**config.mk**
```make
export PLATFORM = sky130hd
export DESIGN_NAME = mvm_row_sched
export DESIGN_NICKNAME = d
export VERILOG_FILES = /design/src/rtl/mvm_pkg.sv /design/src/rtl/mvm_row_sched.sv
export SDC_FILE = /design/constraint.sdc
export NUM_CORES = 1
export LEC_CHECK = 0
export CAP_MARGIN = 25
export CELL_PAD_IN_SITES_DETAIL_PLACEMENT = 1
export CELL_PAD_IN_SITES_GLOBAL_PLACEMENT = 1
export CORE_MARGIN = 2
export CORE_UTILIZATION = 28
export DETAILED_ROUTE_END_ITERATION = 10
export PLACE_DENSITY_LB_ADDON = 0.1
export SLEW_MARGIN = 30
export SYNTH_ARGS = -nofsm -noshare
export SYNTH_HDL_FRONTEND = slang
export SYNTH_SLANG_ARGS = --single-unit
export TNS_END_PERCENT = 30
```
**constraint.sdc**
```tcl
create_clock -name CLOCK_50 -period 1.8 [get_ports CLOCK_50]
set_input_delay 0.18 -clock CLOCK_50 [delete_from_list [all_inputs] [get_ports CLOCK_50]]
set_output_delay 0.18 -clock CLOCK_50 [all_outputs]
set_load 0.05 [all_outputs]
```
**src/rtl/mvm_pkg.sv**
```systemverilog
// Shared definitions for the matrix-vector row scheduler: default sizes,
// element type and scheduler FSM states.
package mvm_pkg;

  localparam int MVM_N       = 8;  // element width
  localparam int MVM_S       = 8;  // elements per row (even)
  localparam int MVM_R       = 4;  // max rows per job
  localparam int MVM_ENG_LAT = 1;  // engine latency in cycles

  typedef logic [MVM_N-1:0] elem_t;

  typedef enum logic [2:0] {
    IDLE,
    FETCH,
    LOAD,
    WAIT,
    OUT,
    DONE
  } state_e;

endpackage

```
**src/rtl/mvm_row_sched.sv**
```systemverilog
// Row scheduler for an external MVM engine: fetches one weight row at a time,
// waits out the engine latency and streams each row result over a ready/valid port.
module mvm_row_sched
  import mvm_pkg::*;
#(
  parameter int N       = MVM_N,
  parameter int S       = MVM_S,
  parameter int R       = MVM_R,
  parameter int ENG_LAT = MVM_ENG_LAT
) (
  input  logic                   CLOCK_50,
  input  logic                   reset,
  input  logic                   start,
  input  logic [$clog2(R+1)-1:0] row_count,
  input  logic [S*N-1:0]         u_in,
  output logic                   wmem_rd_en,
  output logic [$clog2(R)-1:0]   wmem_addr,
  input  logic [S*N-1:0]         wmem_rdata,
  output logic [S*N-1:0]         eng_w,
  output logic [S*N-1:0]         eng_u,
  input  logic [N-1:0]           eng_v,
  output logic                   res_valid,
  input  logic                   res_ready,
  output logic [N-1:0]           res_data,
  output logic [$clog2(R)-1:0]   res_row,
  output logic                   busy,
  output logic                   done
);

  localparam int AW  = $clog2(R);
  localparam int CW  = $clog2(R + 1);
  localparam int WCW = $clog2(ENG_LAT + 2);

  state_e         state;
  logic [AW-1:0]  row_idx;
  logic [CW-1:0]  job_rows;
  logic [WCW-1:0] wait_cnt;
  logic           last_row;

  assign last_row = (CW'(row_idx) + CW'(1)) == job_rows;

  // NOTE: every register here is updated with <= so all state advances
  // together on the edge; blocking assignments would let later branches see
  // half-updated values.
  always_ff @(posedge CLOCK_50) begin
    if (reset) begin
      state      <= IDLE;
      row_idx    <= '0;
      job_rows   <= '0;
      wait_cnt   <= '0;
      wmem_rd_en <= 1'b0;
      wmem_addr  <= '0;
      eng_w      <= '0;
      eng_u      <= '0;
      res_valid  <= 1'b0;
      res_data   <= '0;
      res_row    <= '0;
      busy       <= 1'b0;
      done       <= 1'b0;
    end else begin
      case (state)
        IDLE: begin
          if (start) begin
            busy <= 1'b1;
            if (row_count == '0) begin
              done  <= 1'b1;
              state <= DONE;
            end else begin
              eng_u      <= u_in;
              job_rows   <= (row_count > CW'(R)) ? CW'(R) : row_count;
              row_idx    <= '0;
              wmem_addr  <= '0;
              wmem_rd_en <= 1'b1;
              state      <= FETCH;
            end
          end
        end

        FETCH: begin
          wmem_rd_en <= 1'b0;
          state      <= LOAD;
        end

        LOAD: begin
          eng_w    <= wmem_rdata;
          wait_cnt <= '0;
          state    <= WAIT;
        end

        // Holds ENG_LAT+1 cycles so eng_v reflects the row loaded in LOAD.
        WAIT: begin
          if (wait_cnt == WCW'(ENG_LAT)) begin
            res_data  <= eng_v;
            res_row   <= row_idx;
            res_valid <= 1'b1;
            state     <= OUT;
          end else begin
            wait_cnt <= wait_cnt + WCW'(1);
          end
        end

        OUT: begin
          if (res_ready) begin
            res_valid <= 1'b0;
            if (last_row) begin
              done  <= 1'b1;
              state <= DONE;
            end else begin
              row_idx    <= row_idx + AW'(1);
              wmem_addr  <= row_idx + AW'(1);
              wmem_rd_en <= 1'b1;
              state      <= FETCH;
            end
          end
        end

        DONE: begin
          done  <= 1'b0;
          busy  <= 1'b0;
          state <= IDLE;
        end

        default: state <= IDLE;
      endcase
    end
  end

endmodule
```
======== Word-level counts from Yosys, hierarchy flattened ========
Cells that the tools add are included.
storage, ports and cells
  bits in read-only memories .............. 0
  register bits ........................... 152
  word-level logic and storage cells ...... 78
  latch bits .............................. 0
  input port bits ......................... 143
  memories ................................ 0
  bits in writable memories ............... 0
operators by class
  divide/modulo/power cells ............... 0
  bitwise gates (word level) .............. 1
  $lt $le $gt $ge ......................... 1
  mux-type cells .......................... 29
  add/subtract/negate cells ............... 3
  eq/ne operators ......................... 15
  $mul .................................... 0
  reduce and logical (&&, ||, !) cells .... 17
  shift-type cells ........................ 0
operators by type and width
  operator               count
  $mux W3                6
  $ne A2 B2 Y1 const B   8
  $pmux W3 S5            1
  $reduce_and A5 Y1      3
  $mux W1                11
  $mux W2                5
  $reduce_and A3 Y1      3
  $pmux W2 S2            2
  $reduce_bool A2 Y1     4
  $eq A3 B2 Y1 const B   2
  $eq A3 B3 Y1 const B   2
  $logic_not A3 Y1       2
  $pmux W1 S3            2
  $reduce_and A2 Y1      3
  $reduce_bool A3 Y1     2
  $add A2 B1 Y2 const B  2
  $pmux W1 S2            2
  $add A2 B1 Y3 const B  1
  $eq A3 B1 Y1 const B   1
  $eq A3 B3 Y1           1
  $gt A3 B3 Y1 const B   1
  $eq A2 B1 Y1 const B   1
  $not A1 Y1             1

======== Depth between registers and ports, before layout ========
Gate-level depths: netlist (run 1).
  depth after elaboration ................. 5
  gate-level depth with buffers ........... 8
  depth with buffers taken out ............ 6

======== Least setup slack after synthesis (run 1) ========
Ideal clock, no wire load.
  path kind ............................... register to register
  start ................................... register row_idx[0]
  end ..................................... register done
  setup time .............................. 78 ps
  path slack .............................. -201 ps
  stages on the path, launching flop included .. 6
  arrival ................................. 1923 ps
  cells stage by stage .................... dfxtp_1 > ha_1 > xor2_1 > or3_1 > o21a_1 > nor3_1
between the ends
  word-level cells in the longest chain between the ends .. 4
RTL lines
  element                      RTL line              RTL
  start: declaration           mvm_row_sched.sv:35   logic [AW-1:0] row_idx;
  start signal: assignment     mvm_row_sched.sv:109  row_idx <= row_idx + AW'(1);
  $add A2 B1 Y3                mvm_row_sched.sv:40   assign last_row = (CW'(row_idx) + CW'(1)) == job_rows;
  $eq A3 B3 Y1                 mvm_row_sched.sv:40
  $ne A2 B2 Y1 (no line)       -
  $reduce_and A5 Y1 (no line)  -
  end signal: assignment       mvm_row_sched.sv:59   done <= 1'b0;
  end signal: assignment       mvm_row_sched.sv:66   done <= 1'b1;
  end signal: assignment       mvm_row_sched.sv:106  done <= 1'b1;
  end: declaration             mvm_row_sched.sv:27   output logic done
No other way between the ends.
A chain may end at the register's enable or synchronous reset.

======== Worst setup path after layout (run 1) ========
  start ................................... register eng_w[0]
  end ..................................... output eng_w[0]
RTL lines
  element                   RTL line             RTL
  start: declaration        mvm_row_sched.sv:19  output logic [S*N-1:0] eng_w,
  start signal: assignment  mvm_row_sched.sv:85  eng_w <= wmem_rdata;
No word-level cell between the ends.

==> results of run 1 <==
synth_stat cells (2+ instances only):
library cell,n,area (um2)
sky130_fd_sc_hd__nand2_1,245,920
sky130_fd_sc_hd__dfxtp_1,152,3040
sky130_fd_sc_hd__a21oi_1,97,485
sky130_fd_sc_hd__a21oi_2,50,438
sky130_fd_sc_hd__nand2_2,40,250
sky130_fd_sc_hd__clkbuf_1,26,97.6
sky130_fd_sc_hd__nor2_1,13,48.8
sky130_fd_sc_hd__buf_2,11,55.1
sky130_fd_sc_hd__buf_12,5,100
sky130_fd_sc_hd__nor3_1,5,25.0
sky130_fd_sc_hd__buf_6,4,45.0
sky130_fd_sc_hd__nand2b_1,3,18.8
sky130_fd_sc_hd__nand3_1,3,15.0
sky130_fd_sc_hd__nand3b_1,3,22.5
sky130_fd_sc_hd__nor4_1,3,18.8
sky130_fd_sc_hd__a31oi_1,2,12.5
sky130_fd_sc_hd__buf_4,2,15.0
sky130_fd_sc_hd__ha_1,2,25.0
sky130_fd_sc_hd__inv_1,2,7.51
sky130_fd_sc_hd__o22ai_1,2,12.5
sky130_fd_sc_hd__xor2_1,2,17.5
state kept, by name (all words and copies together) (netlist names), 2 cells and up:
| name | flops |
|---|---|
| eng_w | 64 |
| job_rows | 3 |
| res_row | 2 |
| res_data | 8 |
| wait_cnt | 2 |
| row_idx | 2 |
| state | 3 |
| eng_u | 64 |
kinds of logic after synthesis:
| group | share of synthesized area |
|---|---|
| AO/OA/AOI/OAI | 0.176 |
| XOR/XNOR | 0.00448 |
| adder cells (fa/ha/maj) | 0.00426 |
| buffers and inverters | 0.0558 |
| flip-flops | 0.518 |
| AND/OR/NAND/NOR | 0.241 |
per-layer routing:
metal,up-vias,part of all wire
li1,2825,-
met1,2603,0.44
met2,196,0.45
met3,25,0.088
met4,0,0.020
met5,-,0
where the power goes:
part / switching [uW] / internal, uW / total (uW)
clock network: 1450 / 2020 / 3470
registers: 139 / 3640 / 3780
logic: 1770 / 1050 / 2820
final cells by class:
type / count / area, um2 / area share
Timing Repair Buffer: 315 / 3300 / 0.338
Sequential cell: 152 / 3050 / 0.312
Multi-Input combinational cell: 490 / 2500 / 0.257
Clock buffer: 18 / 429 / 0.0440
Tap cell: 270 / 338 / 0.0346
Clock inverter: 12 / 130 / 0.0133
Inverter: 3 / 11.3 / 0.00115
repair_timing:
| action | CTS | global route |
|---|---|---|
| setup endpoints to repair | 6 | 67 |
| cloned | 0 | 0 |
| resized for setup | 6 | 67 |
final timing paths:
path | end | slack [ps]
setup reg to reg | done | 130
setup / recovery | eng_w[0] | 40
hold reg to reg | eng_w[15] | 450
hold / removal | busy | 200
metrics by stage:
step | TNS [ps] | std cells
finish | 0 | 1260
global route | 0 | 1260
CTS | 0 | 1260
detailed placement | -1970 | 1230
global placement | -1060 | 1230
floorplan | 0 | 694
==> flow_summary.html, run 1 <==
<table>
<tr><th>Metric</th><th>Value</th></tr>
<tr><th colspan="2">Synth</th></tr>
<tr><td>Post-Syn Nets</td><td>839</td></tr>
<tr><td>Number of synthesized flops with an enable pin</td><td>0</td></tr>
<tr><td>Register bit total from synthesis</td><td>approximately 150</td></tr>
<tr><td>Distinct cell type count after synthesis</td><td>43</td></tr>
<tr><td>Per-instance average area after synthesis</td><td>8.46 um2</td></tr>
<tr><td>Share of flip-flops with an asynchronous set or reset</td><td>0</td></tr>
<tr><td>Yosys warnings</td><td>0</td></tr>
<tr><td>Part of the Yosys area used for sequential elements</td><td>0.518</td></tr>
<tr><td>Cell area after synthesis</td><td>just under 6000 um2</td></tr>
<tr><td>Most used DFF post-synth</td><td>sky130_fd_sc_hd__dfxtp_1</td></tr>
<tr><td>Post-synthesis instance total</td><td>694</td></tr>
<tr><th colspan="2">Clock tree</th></tr>
<tr><td>CTS root buffer</td><td>sky130_fd_sc_hd__clkbuf_16</td></tr>
<tr><td>Clock sink count</td><td>between 150 and 200</td></tr>
<tr><td>CTS max path bufs</td><td>2</td></tr>
<tr><td>CTS tree</td><td>built</td></tr>
<tr><td>H-tree levels</td><td>4</td></tr>
<tr><td>Worst-skew pair later-pin latency</td><td>420 ps</td></tr>
<tr><td>Setup Buffers After CTS</td><td>0</td></tr>
<tr><td>Number of buffers inserted for hold repair after clock tree synthesis</td><td>0</td></tr>
<tr><td>Clock-pin slew reported for the worst setup and hold paths after clock tree synthesis</td><td>60 ps</td></tr>
<tr><td>Number of buffers created by CTS</td><td>17</td></tr>
<tr><th colspan="2">Timing</th></tr>
<tr><td>Final-report hold violation count</td><td>0</td></tr>
<tr><td>Hold Worst Slack</td><td>197 ps</td></tr>
<tr><td>RSZ-0062 raised after global routing</td><td>no</td></tr>
<tr><td>Time the worst path needs with I/O delays and setup</td><td>~1800 ps</td></tr>
<tr><td>Final number of max-transition violations</td><td>0</td></tr>
<tr><td>Max Freq</td><td>roughly 570 MHz</td></tr>
<tr><td>Worst slew pin tran</td><td>575 ps</td></tr>
<tr><td>Headroom to the max-slew limit</td><td>0.616</td></tr>
<tr><td>Setup WS post-layout</td><td>37.2 ps</td></tr>
<tr><td>Setup violations, final</td><td>0</td></tr>
<tr><td>Post-route clock skew</td><td>9.30 ps</td></tr>
<tr><td>Share of the clock period used by the worst path after layout</td><td>0.979</td></tr>
<tr><th colspan="2">Min path</th></tr>
<tr><td>Hold path start</td><td>reset</td></tr>
<tr><td>Class of the tightest hold or removal check</td><td>in -&gt; reg</td></tr>
<tr><td>Hold Path Cell Cnt</td><td>2</td></tr>
<tr><th colspan="2">Worst setup path</th></tr>
<tr><td>Element type at the critical path end</td><td>output pin</td></tr>
<tr><td>Startpoint type of the worst setup path</td><td>flip-flop</td></tr>
<tr><td>Worst Path Class, Setup</td><td>reg -&gt; out</td></tr>
<tr><td>Largest driver fanout on the critical path</td><td>2</td></tr>
<tr><td>Critical path startpoint</td><td>eng_w[0]</td></tr>
<tr><td>Slowest stage cell, crit path</td><td>sky130_fd_sc_hd__clkdlybuf4s50_1</td></tr>
<tr><td>Buf+Inv Stages, Crit Path</td><td>1</td></tr>
<tr><td>Cells traversed along the worst timing path</td><td>clkdlybuf4s50_1</td></tr>
<tr><td>Startpoint of the worst-slack reg-to-reg timing path</td><td>row_idx[0]</td></tr>
<tr><td>Delay-heaviest family, CP</td><td>buffers and inverters</td></tr>
<tr><td>Data arrival, critical path</td><td>1580 ps</td></tr>
<tr><td>CP required</td><td>1620 ps</td></tr>
<tr><td>Worst reg-to-reg path cell count</td><td>5</td></tr>
<tr><td>Stages on the worst setup path</td><td>1</td></tr>
<tr><td>Peak per-stage delay on the critical path</td><td>~830 ps</td></tr>
<tr><th colspan="2">Cells and area</th></tr>
<tr><td>Number of nets in the final layout</td><td>about 1100</td></tr>
<tr><td>Core occupancy in the finished layout</td><td>0.478</td></tr>
<tr><td>Fill cell total of the finished layout</td><td>2378</td></tr>
<tr><td>Relative area change from synthesis to final layout</td><td>66.2%</td></tr>
<tr><td>Fraction of layout cells with a size suffix above 1</td><td>0.175</td></tr>
<tr><td>Post-route cell area</td><td>slightly below 10000 um2</td></tr>
<tr><td>Most frequent standard cell in the layout excluding fill and tap cells</td><td>sky130_fd_sc_hd__nand2_1</td></tr>
<tr><td>Number of diodes</td><td>0</td></tr>
<tr><td>Most used cells in the layout excluding fill and tap cells</td><td>244 x sky130_fd_sc_hd__nand2_1, 200 x sky130_fd_sc_hd__clkdlybuf4s50_1, 150 x sky130_fd_sc_hd__dfxtp_1</td></tr>
<tr><th colspan="2">Floorplanning</th></tr>
<tr><td>Overall die height</td><td>approximately 150 um</td></tr>
<tr><td>Core ar.</td><td>20400 um2</td></tr>
<tr><td>Effective utilization at floorplan</td><td>0.287</td></tr>
<tr><td>Die boundary width</td><td>149 um</td></tr>
<tr><td>Number of placement rows</td><td>52</td></tr>
<tr><td>Die area</td><td>roughly 22000 um2</td></tr>
<tr><td>Top-level port count</td><td>287</td></tr>
<tr><th colspan="2">Routing</th></tr>
<tr><td>Detailed-route wire length per cell</td><td>about 16 um</td></tr>
<tr><td>Iteration-0 DRC count of the detailed router</td><td>slightly below 200</td></tr>
<tr><td>DRT antenna net count</td><td>0</td></tr>
<tr><td>DR pass1 iterations</td><td>4</td></tr>
<tr><td>Via count normalized by instance count</td><td>~4.5</td></tr>
<tr><td>Routed vias</td><td>roughly 5600</td></tr>
<tr><td>WL final</td><td>19.7 mm</td></tr>
<tr><td>Remaining design rule violation count</td><td>0</td></tr>
<tr><th colspan="2">Global route</th></tr>
<tr><td>Total gr overflow</td><td>0</td></tr>
<tr><td>Met1 track utilization from global routing</td><td>0.216</td></tr>
<tr><td>Global routing met2 resource utilization</td><td>0.269</td></tr>
<tr><td>GR Util All Layers</td><td>0.173</td></tr>
<tr><td>Vias in the first global route</td><td>5486</td></tr>
<tr><td>Pin count of the biggest net entering global routing</td><td>65</td></tr>
<tr><td>Antenna violations before repair</td><td>0</td></tr>
<tr><td>GRT met3 Usage</td><td>0.0743</td></tr>
<tr><td>Wire length of the first global-routing pass</td><td>about 30 mm</td></tr>
<tr><td>Most utilized layer in the global route result</td><td>met2</td></tr>
<tr><th colspan="2">Placement</th></tr>
<tr><td>Last weighted congestion value of the routability-driven placer</td><td>0.777</td></tr>
<tr><td>Port Buf Inserts</td><td>286</td></tr>
<tr><td>Setup slack at placement</td><td>-63.5 ps</td></tr>
<tr><td>HPWL reported at the end of detailed placement</td><td>around 14 mm</td></tr>
<tr><td>Post-place instance area</td><td>9040 um2</td></tr>
<tr><th colspan="2">Pwr</th></tr>
<tr><td>Lkg Pwr</td><td>0.00456 uW</td></tr>
<tr><td>Total power</td><td>10100 uW</td></tr>
<tr><td>Maximum VDD drop</td><td>approximately 0.0006 V</td></tr>
<tr><td>Power per Cell Area</td><td>1030 nW/um2</td></tr>
<tr><th colspan="2">Job</th></tr>
<tr><td># Max-Cap Violations</td><td>0</td></tr>
<tr><th colspan="2">Run status</th></tr>
<tr><td>Status</td><td>complete, no violations</td></tr>
</table>
Note: power is estimated with default switching activity, not from simulation.
==> inputs of run 2 (changes only) <==
- CORE_MARGIN: 2 -> 5
- SETUP_SLACK_MARGIN: default -> 0.15
- SLEW_MARGIN: 30 -> default
==> flow_summary.html, run 2 (synthesis results as in run 1) <==
<table>
<tr><th>Metric</th><th>Value</th></tr>
<tr><th colspan="2">Worst setup path</th></tr>
<tr><td>Endpoint of the lowest-slack register-to-register path</td><td>row_idx[0]</td></tr>
<tr><td>Delay-heaviest family, CP</td><td>buffers and inverters</td></tr>
<tr><td>Buf+Inv Stages, Crit Path</td><td>1 (unchanged)</td></tr>
<tr><td>Worst reg-to-reg path cell count</td><td>5 (unchanged)</td></tr>
<tr><td>Largest driver fanout on the critical path</td><td>2 (unchanged)</td></tr>
<tr><td>Startpoint type of the worst setup path</td><td>flip-flop</td></tr>
<tr><td>Data arrival, critical path</td><td>1560 ps (-20 ps)</td></tr>
<tr><td>Worst Path Class, Setup</td><td>reg -&gt; out</td></tr>
<tr><td>Slowest stage cell, crit path</td><td>sky130_fd_sc_hd__clkdlybuf4s50_1</td></tr>
<tr><td>Cells traversed along the worst timing path</td><td>clkdlybuf4s50_1</td></tr>
<tr><td>Startpoint of the worst-slack reg-to-reg timing path</td><td>row_idx[0]</td></tr>
<tr><td>Peak per-stage delay on the critical path</td><td>810 ps (-20 ps)</td></tr>
<tr><td>Slack of the worst reg-to-reg path</td><td>160 ps (+30 ps)</td></tr>
<tr><td>CP required</td><td>1620 ps (about the same)</td></tr>
<tr><td>Element type at the critical path end</td><td>output pin</td></tr>
<tr><th colspan="2">Timing</th></tr>
<tr><td>Final-report hold violation count</td><td>0 (unchanged)</td></tr>
<tr><td>Setup violations, final</td><td>0 (unchanged)</td></tr>
<tr><td>Worst slew pin tran</td><td>572 ps (-2.83 ps)</td></tr>
<tr><td>Final number of max-transition violations</td><td>0 (unchanged)</td></tr>
<tr><td>Headroom to the max-slew limit</td><td>0.620 (+0.00403)</td></tr>
<tr><td>Share of the clock period used by the worst path after layout</td><td>0.969 (-0.0106)</td></tr>
<tr><td>Post-route clock skew</td><td>5.56 ps (-3.74 ps)</td></tr>
<tr><td>Sum of negative setup slack</td><td>0 ps (unchanged)</td></tr>
<tr><td>RSZ-0062 raised after global routing</td><td>yes</td></tr>
<tr><td>Max Freq</td><td>573 MHz (+1.1%)</td></tr>
<tr><td>Time the worst path needs with I/O delays and setup</td><td>1740 ps (-19.1 ps)</td></tr>
<tr><td>Setup WS post-layout</td><td>56.2 ps (+19.1 ps)</td></tr>
<tr><th colspan="2">Cells and area</th></tr>
<tr><td>Fraction of layout cells with a size suffix above 1</td><td>0.180 (+0.00523)</td></tr>
<tr><td>Relative area change from synthesis to final layout</td><td>65.1%</td></tr>
<tr><td>Most frequent standard cell in the layout excluding fill and tap cells</td><td>sky130_fd_sc_hd__nand2_1</td></tr>
<tr><td>Fill cell total of the finished layout</td><td>2447 (+2.9%)</td></tr>
<tr><td>Largest registers in the final layout</td><td>eng_u: 64 flops, eng_w: 64 flops, res_data: 8 flops</td></tr>
<tr><td>Number of nets in the final layout</td><td>1122 (-0.18%)</td></tr>
<tr><td>Number of diodes</td><td>0 (unchanged)</td></tr>
<tr><td>Number of standard cells in the layout, taps in and fillers out</td><td>1264 (+0.32%)</td></tr>
<tr><td>Most used cells in the layout excluding fill and tap cells</td><td>244 x sky130_fd_sc_hd__nand2_1, 199 x sky130_fd_sc_hd__clkdlybuf4s50_1, 150 x sky130_fd_sc_hd__dfxtp_1</td></tr>
<tr><td>Post-route cell area</td><td>9690 um2 (-0.67%)</td></tr>
<tr><th colspan="2">Min path</th></tr>
<tr><td>Class of the tightest hold or removal check</td><td>in -&gt; reg</td></tr>
<tr><td>Hold Path Cell Cnt</td><td>2 (unchanged)</td></tr>
<tr><td>Worst hold endpoint</td><td>eng_w[44]</td></tr>
<tr><td>Hold path start</td><td>reset</td></tr>
<tr><th colspan="2">Routing</th></tr>
<tr><td>Via count normalized by instance count</td><td>4.47 (-0.26%)</td></tr>
<tr><td>Iteration-0 DRC count of the detailed router</td><td>235 (+21%)</td></tr>
<tr><td>WL final</td><td>20.5 mm (+4.0%)</td></tr>
<tr><td>Detailed-route wire length per cell</td><td>16.2 um (+3.7%)</td></tr>
<tr><td>DR pass1 iterations</td><td>4 (unchanged)</td></tr>
<tr><td>DRT antenna net count</td><td>0 (unchanged)</td></tr>
<tr><td>Routed vias</td><td>5652 (+0.053%)</td></tr>
<tr><td>Remaining design rule violation count</td><td>0 (unchanged)</td></tr>
<tr><th colspan="2">Pwr</th></tr>
<tr><td>Maximum VDD drop</td><td>0.000618 V (+4.2%)</td></tr>
<tr><td>Power per Cell Area</td><td>1070 nW/um2 (+3.3%)</td></tr>
<tr><td>Lkg Pwr</td><td>0.00409 uW (-10%)</td></tr>
<tr><th colspan="2">Floorplanning</th></tr>
<tr><td>Die area</td><td>24000 um2 (+8.2%)</td></tr>
<tr><td>Core ar.</td><td>20800 um2 (+1.9%)</td></tr>
<tr><td>Top-level port count</td><td>287 (unchanged)</td></tr>
<tr><td>Effective utilization at floorplan</td><td>0.282 (-0.00542)</td></tr>
<tr><td>Die boundary width</td><td>155 um (+4.0%)</td></tr>
<tr><td>Number of placement rows</td><td>53 (+1.9%)</td></tr>
<tr><td>Overall die height</td><td>155 um (+4.0%)</td></tr>
<tr><th colspan="2">Run status</th></tr>
<tr><td>Status</td><td>complete, no violations</td></tr>
<tr><th colspan="2">Placement</th></tr>
<tr><td>Post-place instance area</td><td>9040 um2 (about the same)</td></tr>
<tr><td>Number of placed instances, taps included</td><td>1233 (+0.24%)</td></tr>
<tr><td>Setup slack at placement</td><td>27.7 ps (+91.2 ps)</td></tr>
<tr><td>HPWL reported at the end of detailed placement</td><td>15.0 mm (+10%)</td></tr>
<tr><td>Last weighted congestion value of the routability-driven placer</td><td>0.760 (-2.2%)</td></tr>
<tr><td>Port Buf Inserts</td><td>286 (unchanged)</td></tr>
<tr><th colspan="2">Clock tree</th></tr>
<tr><td>H-tree levels</td><td>4 (unchanged)</td></tr>
<tr><td>Clock sink count</td><td>152 (unchanged)</td></tr>
<tr><td>Clock-pin slew reported for the worst setup and hold paths after clock tree synthesis</td><td>60 ps (about the same)</td></tr>
<tr><td>CTS max path bufs</td><td>2 (unchanged)</td></tr>
<tr><td>CTS root buffer</td><td>sky130_fd_sc_hd__clkbuf_16</td></tr>
<tr><td>Worst-skew pair later-pin latency</td><td>410 ps (about the same)</td></tr>
<tr><td>Number of buffers created by CTS</td><td>17 (unchanged)</td></tr>
<tr><td>Setup Buffers After CTS</td><td>0 (unchanged)</td></tr>
<tr><td>CTS tree</td><td>built</td></tr>
<tr><th colspan="2">Global route</th></tr>
<tr><td>Vias in the first global route</td><td>5802 (+5.8%)</td></tr>
<tr><td>Pin count of the biggest net entering global routing</td><td>65 (unchanged)</td></tr>
<tr><td>Wire length of the first global-routing pass</td><td>31.8 mm (+6.5%)</td></tr>
<tr><td>GR Util All Layers</td><td>0.168 (-0.00588)</td></tr>
<tr><td>Total gr overflow</td><td>0 (unchanged)</td></tr>
<tr><td>Antenna violations before repair</td><td>0 (unchanged)</td></tr>
<tr><th colspan="2">Job</th></tr>
<tr><td># Max-Cap Violations</td><td>0 (unchanged)</td></tr>
</table>
[run 2: cell type report]
class                           count  area (um2)  area share
Timing Repair Buffer              313        3140       0.324
Sequential cell                   152        3050       0.315
Multi-Input combinational cell    490        2530       0.261
Clock buffer                       20         437      0.0451
Tap cell                          275         344      0.0355
Clock inverter                     11         174      0.0179
Inverter                            3        11.3     0.00116
[run 2: power breakdown]
group / total, uW / internal [uW] / switching, uW
registers: 3780 / 3630 / 146
logic: 2800 / 1020 / 1780
clock network: 3750 / 2320 / 1430
total: 10300 / 6980 / 3360
[run 2: what timing repair did]
action | CTS | global route
gates resized for setup | 38 | 33
hold buffers | 0 | 0
setup endpoints to repair | 127 | 139
[run 2: per-stage QoR]
step | total power [uW] | hold slack, ps | utilization
after floorplan | 5650 | 307 | -
after global placement | 6720 | 442 | 0.434
after detailed placement | 6740 | 448 | 0.434
after CTS | 10500 | 205 | 0.461
after global routing | 10800 | 221 | 0.465
final | 10300 | 207 | 0.465
[run 2: worst max-delay path by stage]
stage	from	to	slack (ps)	cells past startpoint
after floorplan	row_idx[0]	done	180	5
after global placement	row_count[1]	eng_u[43]	60	6
after detailed placement	start	eng_u[46]	30	6
after CTS	res_data[3]	res_data[3]	20	1
after global routing	eng_w[7]	eng_w[7]	6	1
final	eng_w[52]	eng_w[52]	60	1
[run 2: metal layers]
metal,GRT usage,up-vias,part of all wire
met5,0,-,0
met4,0.0484,0,0.012
met3,0.0699,19,0.090
met2,0.274,191,0.47
met1,0.202,2615,0.43
li1,-,2827,-
